File: src/rtl/hamming_fsk_pcm_top.sv
// Purpose: PCM loopback: ramp source -> Hamming(7,4) -> FSK mod -> FSK demod -> SEC decode -> PCMout.
// Latency: frame n word appears on PCMout 113 clocks after that frame starts (default params).
// Backpressure: none; free-running link with shared bit/frame timing, no handshakes.
module hamming_fsk_pcm_top #(
  parameter int         BIT_CYCLES = 8,
  parameter int         F0_HALF    = 4,
  parameter int         F1_HALF    = 2,
  parameter logic [7:0] SRC_STEP   = 8'd1,
  parameter int         ERR_INJECT = 0,
  parameter int         ERR_POS    = 3
) (
  input  logic       clk,
  input  logic       reset,
  output logic [7:0] PCMout
);

  localparam int            CW       = (BIT_CYCLES > 1) ? $clog2(BIT_CYCLES) : 1;
  localparam logic [CW-1:0] CNT_LAST = CW'(BIT_CYCLES - 1);
  localparam logic [3:0]    BIT_LAST = 4'd13;

  // Codeword packed with position 1 in the MSB so it is sent first.
  function automatic logic [6:0] ham_enc(input logic [3:0] n);
    logic d1, d2, d3, d4;
    d1 = n[3]; d2 = n[2]; d3 = n[1]; d4 = n[0];
    return {d1 ^ d2 ^ d4, d1 ^ d3 ^ d4, d1, d2 ^ d3 ^ d4, d2, d3, d4};
  endfunction

  // Position p lives at bit index 7-p; a nonzero syndrome names the bad position.
  function automatic logic [3:0] ham_dec(input logic [6:0] cw);
    logic [6:0] c;
    logic [2:0] s;
    c    = cw;
    s[0] = c[6] ^ c[4] ^ c[2] ^ c[0];
    s[1] = c[5] ^ c[4] ^ c[1] ^ c[0];
    s[2] = c[3] ^ c[2] ^ c[1] ^ c[0];
    if (s != 3'd0) c[3'd7 - s] = ~c[3'd7 - s];
    return {c[4], c[2], c[1], c[0]};
  endfunction

  logic [CW-1:0] cnt_q, cnt_d;
  logic [3:0]    bit_q, bit_d;
  logic [7:0]    sample_q, sample_d;
  logic [7:0]    phase_q, phase_d;
  logic          fsk_q, fsk_d;
  logic          prev_q, prev_d;
  logic [CW:0]   tog_q, tog_d;
  logic [13:0]   rx_q, rx_d;
  logic          last_q, last_d;
  logic          done_q, done_d;
  logic [7:0]    pcm_q, pcm_d;

  logic [13:0] tx_word;
  logic        tx_bit;
  logic [7:0]  half;
  logic        win_end;
  logic [3:0]  pos;
  logic        inj;
  logic        line_in;

  // Next-state for timing, source, modulator, demodulator and reassembly.
  always_comb begin
    tx_word  = {ham_enc(sample_q[7:4]), ham_enc(sample_q[3:0])};
    tx_bit   = tx_word[BIT_LAST - bit_q];
    half     = tx_bit ? 8'(F1_HALF) : 8'(F0_HALF);
    win_end  = (cnt_q == CNT_LAST);
    pos      = (bit_q < 4'd7) ? 4'(bit_q + 4'd1) : 4'(bit_q - 4'd6);
    inj      = (ERR_INJECT != 0) && (pos == 4'(ERR_POS));
    line_in  = fsk_q ^ inj;

    cnt_d    = win_end ? '0 : CW'(cnt_q + 1'b1);
    bit_d    = bit_q;
    sample_d = sample_q;
    phase_d  = phase_q;
    fsk_d    = fsk_q;
    prev_d   = line_in;
    tog_d    = tog_q;
    rx_d     = rx_q;
    last_d   = win_end && (bit_q == BIT_LAST);
    done_d   = last_q;
    pcm_d    = pcm_q;

    if (win_end) begin
      if (bit_q == BIT_LAST) begin
        bit_d    = 4'd0;
        sample_d = sample_q + SRC_STEP;
      end else begin
        bit_d = bit_q + 4'd1;
      end
    end

    // Tone restarts from phase 0, line low, at every bit window.
    if (win_end) begin
      phase_d = 8'd0;
      fsk_d   = 1'b0;
    end else if (8'(phase_q + 8'd1) == half) begin
      phase_d = 8'd0;
      fsk_d   = ~fsk_q;
    end else begin
      phase_d = phase_q + 8'd1;
    end

    // Cycle 0 of a window is ignored; its edge instead commits the previous window's bit.
    if (cnt_q == '0) begin
      rx_d  = {rx_q[12:0], (tog_q >= (CW+1)'(2))};
      tog_d = '0;
    end else if (line_in != prev_q) begin
      tog_d = tog_q + 1'b1;
    end

    if (done_q) pcm_d = {ham_dec(rx_q[13:7]), ham_dec(rx_q[6:0])};
  end

  // State register with synchronous active-low reset.
  always_ff @(posedge clk) begin
    if (!reset) begin
      cnt_q    <= '0;
      bit_q    <= '0;
      sample_q <= '0;
      phase_q  <= '0;
      fsk_q    <= 1'b0;
      prev_q   <= 1'b0;
      tog_q    <= '0;
      rx_q     <= '0;
      last_q   <= 1'b0;
      done_q   <= 1'b0;
      pcm_q    <= '0;
    end else begin
      cnt_q    <= cnt_d;
      bit_q    <= bit_d;
      sample_q <= sample_d;
      phase_q  <= phase_d;
      fsk_q    <= fsk_d;
      prev_q   <= prev_d;
      tog_q    <= tog_d;
      rx_q     <= rx_d;
      last_q   <= last_d;
      done_q   <= done_d;
      pcm_q    <= pcm_d;
    end
  end

  assign PCMout = pcm_q;

endmodule

File: config.mk
export PLATFORM = sky130hd
export DESIGN_NAME = hamming_fsk_pcm_top
export DESIGN_NICKNAME = d
export VERILOG_FILES = /design/src/rtl/hamming_fsk_pcm_top.sv
export SDC_FILE = /design/constraint.sdc
export NUM_CORES = 1
export LEC_CHECK = 0
export BUFFER_PORTS_ARGS = -buffer_cell sky130_fd_sc_hd__buf_2
export CAP_MARGIN = 25
export CELL_PAD_IN_SITES_DETAIL_PLACEMENT = 0
export CELL_PAD_IN_SITES_GLOBAL_PLACEMENT = 1
export CORE_AREA = 2 2 63 125
export CTS_CLUSTER_DIAMETER = 150
export CTS_CLUSTER_SIZE = 16
export DETAILED_ROUTE_END_ITERATION = 12
export DIE_AREA = 0 0 65 127
export PLACE_DENSITY = 0.77
export SKIP_LAST_GASP = 1
export SLEW_MARGIN = 25
export SYNTH_ARGS = -nofsm -noshare
export SYNTH_HDL_FRONTEND = slang
export SYNTH_SLANG_ARGS = --single-unit
File: constraint.sdc
create_clock -name clk -period 3.4 [get_ports clk]
set_clock_uncertainty 0.05 [all_clocks]
set_input_delay 0.68 -clock clk [delete_from_list [all_inputs] [get_ports clk]]
set_output_delay 0.68 -clock clk [all_outputs]
set_load 0.03 [all_outputs]
# == Word-level counts from Yosys, hierarchy flattened ==
# Cells that the tools add are included.
# totals
register_bits,53
output_inout_bits,8
# op_classes
eq_ne,4
magnitude_cmp,6
reduce_logical,10
n_mux,16
n_bitwise,34
n_addsub,8
# ops
operator,count
$xor 1x1->1,30
$add 8x1->8 const B,2
$bwmux 7,2
$mux 5,2
$add 4x1->4 const B,2
$eq 8x3->1,1
$lt 3x4->1 const B,2
$bmux 1 s3,2
$demux 1 s3,2
$ge 3x1->1 const B,2
$reduce_bool 3->1,2
$sub 3x3->3 const A,2
$lt 4x5->1 const B,1
$mux 1,5
$bmux 1 s4,1
$eq 4x4->1 const B,1
$ge 4x2->1 const B,1
$mux 4,1
$not 1->1,4
$reduce_or 2->1,2
$sub 4x4->4 const A,1
$add 3x1->3 const B,1
$eq 3x3->1 const B,1
$logic_and 1x1->1,3
other kinds (5),5

# == Longest topological paths before layout ==
# logic_depth
depth_word,10
ltp_mapped,10

# == Worst setup path before layout ==
# OpenSTA, ideal clock, no wires.
# synth_path
path_type,reg-to-reg
from,register bit_q[1]
to,register fsk_q
arrival_ns,2.002
period_less_slack_ns,2.123
path_slack_ns,1.277
path_stages_with_launch,10
path_cell_list,dfxtp_1 buf_2 inv_1 ha_1 nor2b_1 nand4b_1 and3b_1 a31oi_2 mux2i_1 mux2i_1
# synth_via
elab_chain_len,5
# synth_rtl
item,line_no,text
"start, declared",41,"logic [3:0] bit_q, bit_d;"
"start signal, assigned",129,bit_q <= bit_d;
$sub 4x4->4,63,tx_bit = tx_word[BIT_LAST - bit_q];
$bmux 1 s4,63,
$mux 1 (implied by the code),63,
$mux 3,64,half = tx_bit ? 8'(F1_HALF) : 8'(F0_HALF);
$eq 8x3->1,95,end else if (8'(phase_q + 8'd1) == half) begin
"end signal, assigned",132,fsk_q <= fsk_d;
"end, declared",44,"logic fsk_q, fsk_d;"
# No other way between the ends. The select of a mux whose other input is x is not followed.
# A chain may end at the register's enable or synchronous reset.

# == Worst setup path in the final report ==
# Same ends and word-level chain as after synthesis.

==> flow_summary_export.csv <==
group,metric,value,unit
clock_network,cts-root-buf,"clkbuf_16",
timing,tightest_slew,930,ps
timing,grt_setup_unrepaired,"no",
timing,finalWorstSetupSlack,971,ps
clock_network,cts_sinks,53,
clock_network,cts_made_buffers,5,
timing,hold_viol_final,0,
clock_network,clkTransAtPathRegs,70,ps
clock_network,cts_setup_buffers,0,
layout,drive_gt1_frac,0.0701,
power_and_ir_drop,p_per_area,349,nW/um^2
floorplanning,die_x,65,um
routing,drc,0,
timing,setup-violations-final,0,
layout,layout_commonest_cell,"dfxtp_1",
power_and_ir_drop,peakVddDrop,0.000244,V
routing,drtIter0Drc,109,
status,outcome,"completed",
floorplanning,dieArea,8260,um^2
layout,num_antenna_cells,0,
placement,dpl_cell_area,3270,um^2
hold_path,whs_path_depth,1,
hold_path,hold_end,"done_q",
routing,viasPerCell,5.30,
layout,stdcell_area,3400,um^2
setup_path,reg2reg_slack,970,ps
logic_synthesis,syn_area,3210,um^2
global_routing,grt_pass1_wl,10.4,mm
layout,mostFrequentLayoutCells,"dfxtp_1, nand2_1, nor2_1",
setup_path,reg2regPathDepth,8,
global_routing,grt_max_degree,32,
timing,finalSetupTns,0,ps
floorplanning,die_y,127,um
setup_path,worstPathRequired,3570,ps
clock_network,clock_path_buffers,2,
layout,area_delta_synth_final,5.92,%
routing,vias,2456,
placement,dp_worst_setup_slack,1000,ps
floorplanning,ioPinCount,10,
clock_network,holdBufCountCts,0,
clock_network,cts_tree,"done",
logic_synthesis,synthArstFlopShare,0,
logic_synthesis,ys_ff_latch,53,
logic_synthesis,synth_flop_cell,"dfxtp_1",
timing,period_minus_slack,2430,ps
logic_synthesis,synthCells,380,
power_and_ir_drop,p_leak,1.34,nW
setup_path,path_max_fanout,12,
timing,fin_crit_sh,0.714,
routing,avgRoutedWirePerCell,12.7,um
logic_synthesis,synth_edf_count,0,
placement,dp.final_hpwl,4.38,mm
layout,fillers,730,
setup_path,reg2reg_to,"fsk_q",
logic_synthesis,syn-num-nets,396,
global_routing,grt_usage,0.158,
setup_path,worstReg2RegStart,"bit_q[1]",
placement,dp_cells,455,
routing,final_antenna_net_count,0,
job,drv_cap,0,
placement,port_buffers,9,
timing,relSlewSlack,0.379,
logic_synthesis,yosysUniqueCellTypes,55,
clock_network,clock_latency,290,ps
layout,instances_no_fill,463,
hold_path,min_from,"done_d",
setup_path,arrival,2600,ps
global_routing,grt_pass1_vias,2372,
placement,gp_congestion,0.815,
timing,hold_slack,383,ps
clock_network,cts_resized,0,
routing,firstDrtPassIters,4,
setup_path,end_kind,"register",
logic_synthesis,yosys_warnings,0,
hold_path,hold_path_class,"register to register",
global_routing,grt_antenna_before_repair,0,
layout,seqCellArea,1060,um^2
floorplanning,num_rows,44,
floorplanning,start_util,0.446,
logic_synthesis,yosysSeqAreaShare,0.330,
floorplanning,core,7210,um^2
clock_network,htreeDepth,2,
global_routing,grt_overflow,0,
timing,max_freq,412,MHz
setup_path,critical_path_class,"register to register",
timing,slew_violations,0,
logic_synthesis,syn_area_per_cell,8.46,um^2
setup_path,start_kind,"register",
layout,multi_input_area,2010,um^2
layout,finish.net_count,386,
routing,drt_wl_total,5.90,mm
critical path: stages, from the launching register on:
cell	delay, ps
dfxtp_1	590
inv_1	150
ha_1	370
nor2b_1	180
nand4b_1	110
and3b_1	180
a31oi_2	260
mux2i_1	270
mux2i_1	200
worst max-delay path by stage:
stage                        start     to  slack, ps
after floorplan           bit_q[1]  fsk_q       1280
after global placement    bit_q[1]  fsk_q       1110
after detailed placement  bit_q[1]  fsk_q       1000
after CTS                 bit_q[1]  fsk_q        980
after global routing      bit_q[1]  fsk_q        790
final                     bit_q[1]  fsk_q        970
Yosys cell counts (all sizes together), types with 2 or more instances:
master	instances	area, um^2
a31oi	6	43.8
mux2i	6	60.1
a221oi	2	17.5
dfxtp	53	1060
a211oi	6	50.1
nand3b	3	22.5
nand3	9	50.1
nor2b	10	62.6
or3	4	25.0
clkbuf	15	56.3
a21oi	11	55.1
nor2	25	93.8
nand2b	8	50.1
xor2	22	193
a22oi	2	15.0
o211a	3	30.0
a22o	2	17.5
and2	16	101
buf	12	60.1
nand2	48	180
o21ai	15	75.1
a21boi	18	135
nor3	4	20.0
o211ai	6	45.0
or4	3	26.3
nand4	3	18.8
xnor2	23	216
xnor3	2	45.0
inv	7	26.3
and3	8	50.1
ha	14	175
state kept, by name (all words and copies together), names as in the netlist, 3 cells and up:
register and count:
rx_q 14, PCMout 8, phase_q 8, sample_q 8, bit_q 4, tog_q 4, cnt_q 3
kinds of logic (layout without fill, tap and decap cells):
group	Yosys count	after routing	synth area share
simple gates	145	145	0.228
compound gates	79	79	0.172
flops	53	53	0.330
xor+xnor	47	47	0.141
buf+inv	34	25	0.0444
fa+ha+maj	14	14	0.0545
mux	8	8	0.0292
routing by layer:
metal | vias up | wire, um | GRT usage
li1 | 1292 | - | -
met5 | - | 0 | 0
met3 | 7 | 100 | 0.0282
met1 | 1139 | 2410 | 0.156
met2 | 18 | 3300 | 0.311
met4 | 0 | 91 | 0.0613
metrics by stage:
stage          utilization  total power [mW]
2_1_floorplan            -             0.699
3_3_place_gp         0.453             0.713
4_1_cts              0.472              1.21
3_5_place_dp         0.453             0.714
5_1_grt              0.472              1.24
6_report             0.472              1.19
where the power goes:
| part | switching, mW | internal (mW) |
|---|---|---|
| logic | 0.0398 | 0.0202 |
| clock network | 0.219 | 0.271 |
| registers | 0.00949 | 0.628 |
area by class of cell:
class	count	area share
multi-input cells	293	0.591
clock inverters	2	0.00294
clock buffers	6	0.0379
repair buffers	10	0.0154
inverters	7	0.00772
well taps	92	0.0338
flip-flops and latches	53	0.312
Note: power is estimated with default switching activity, not from simulation.
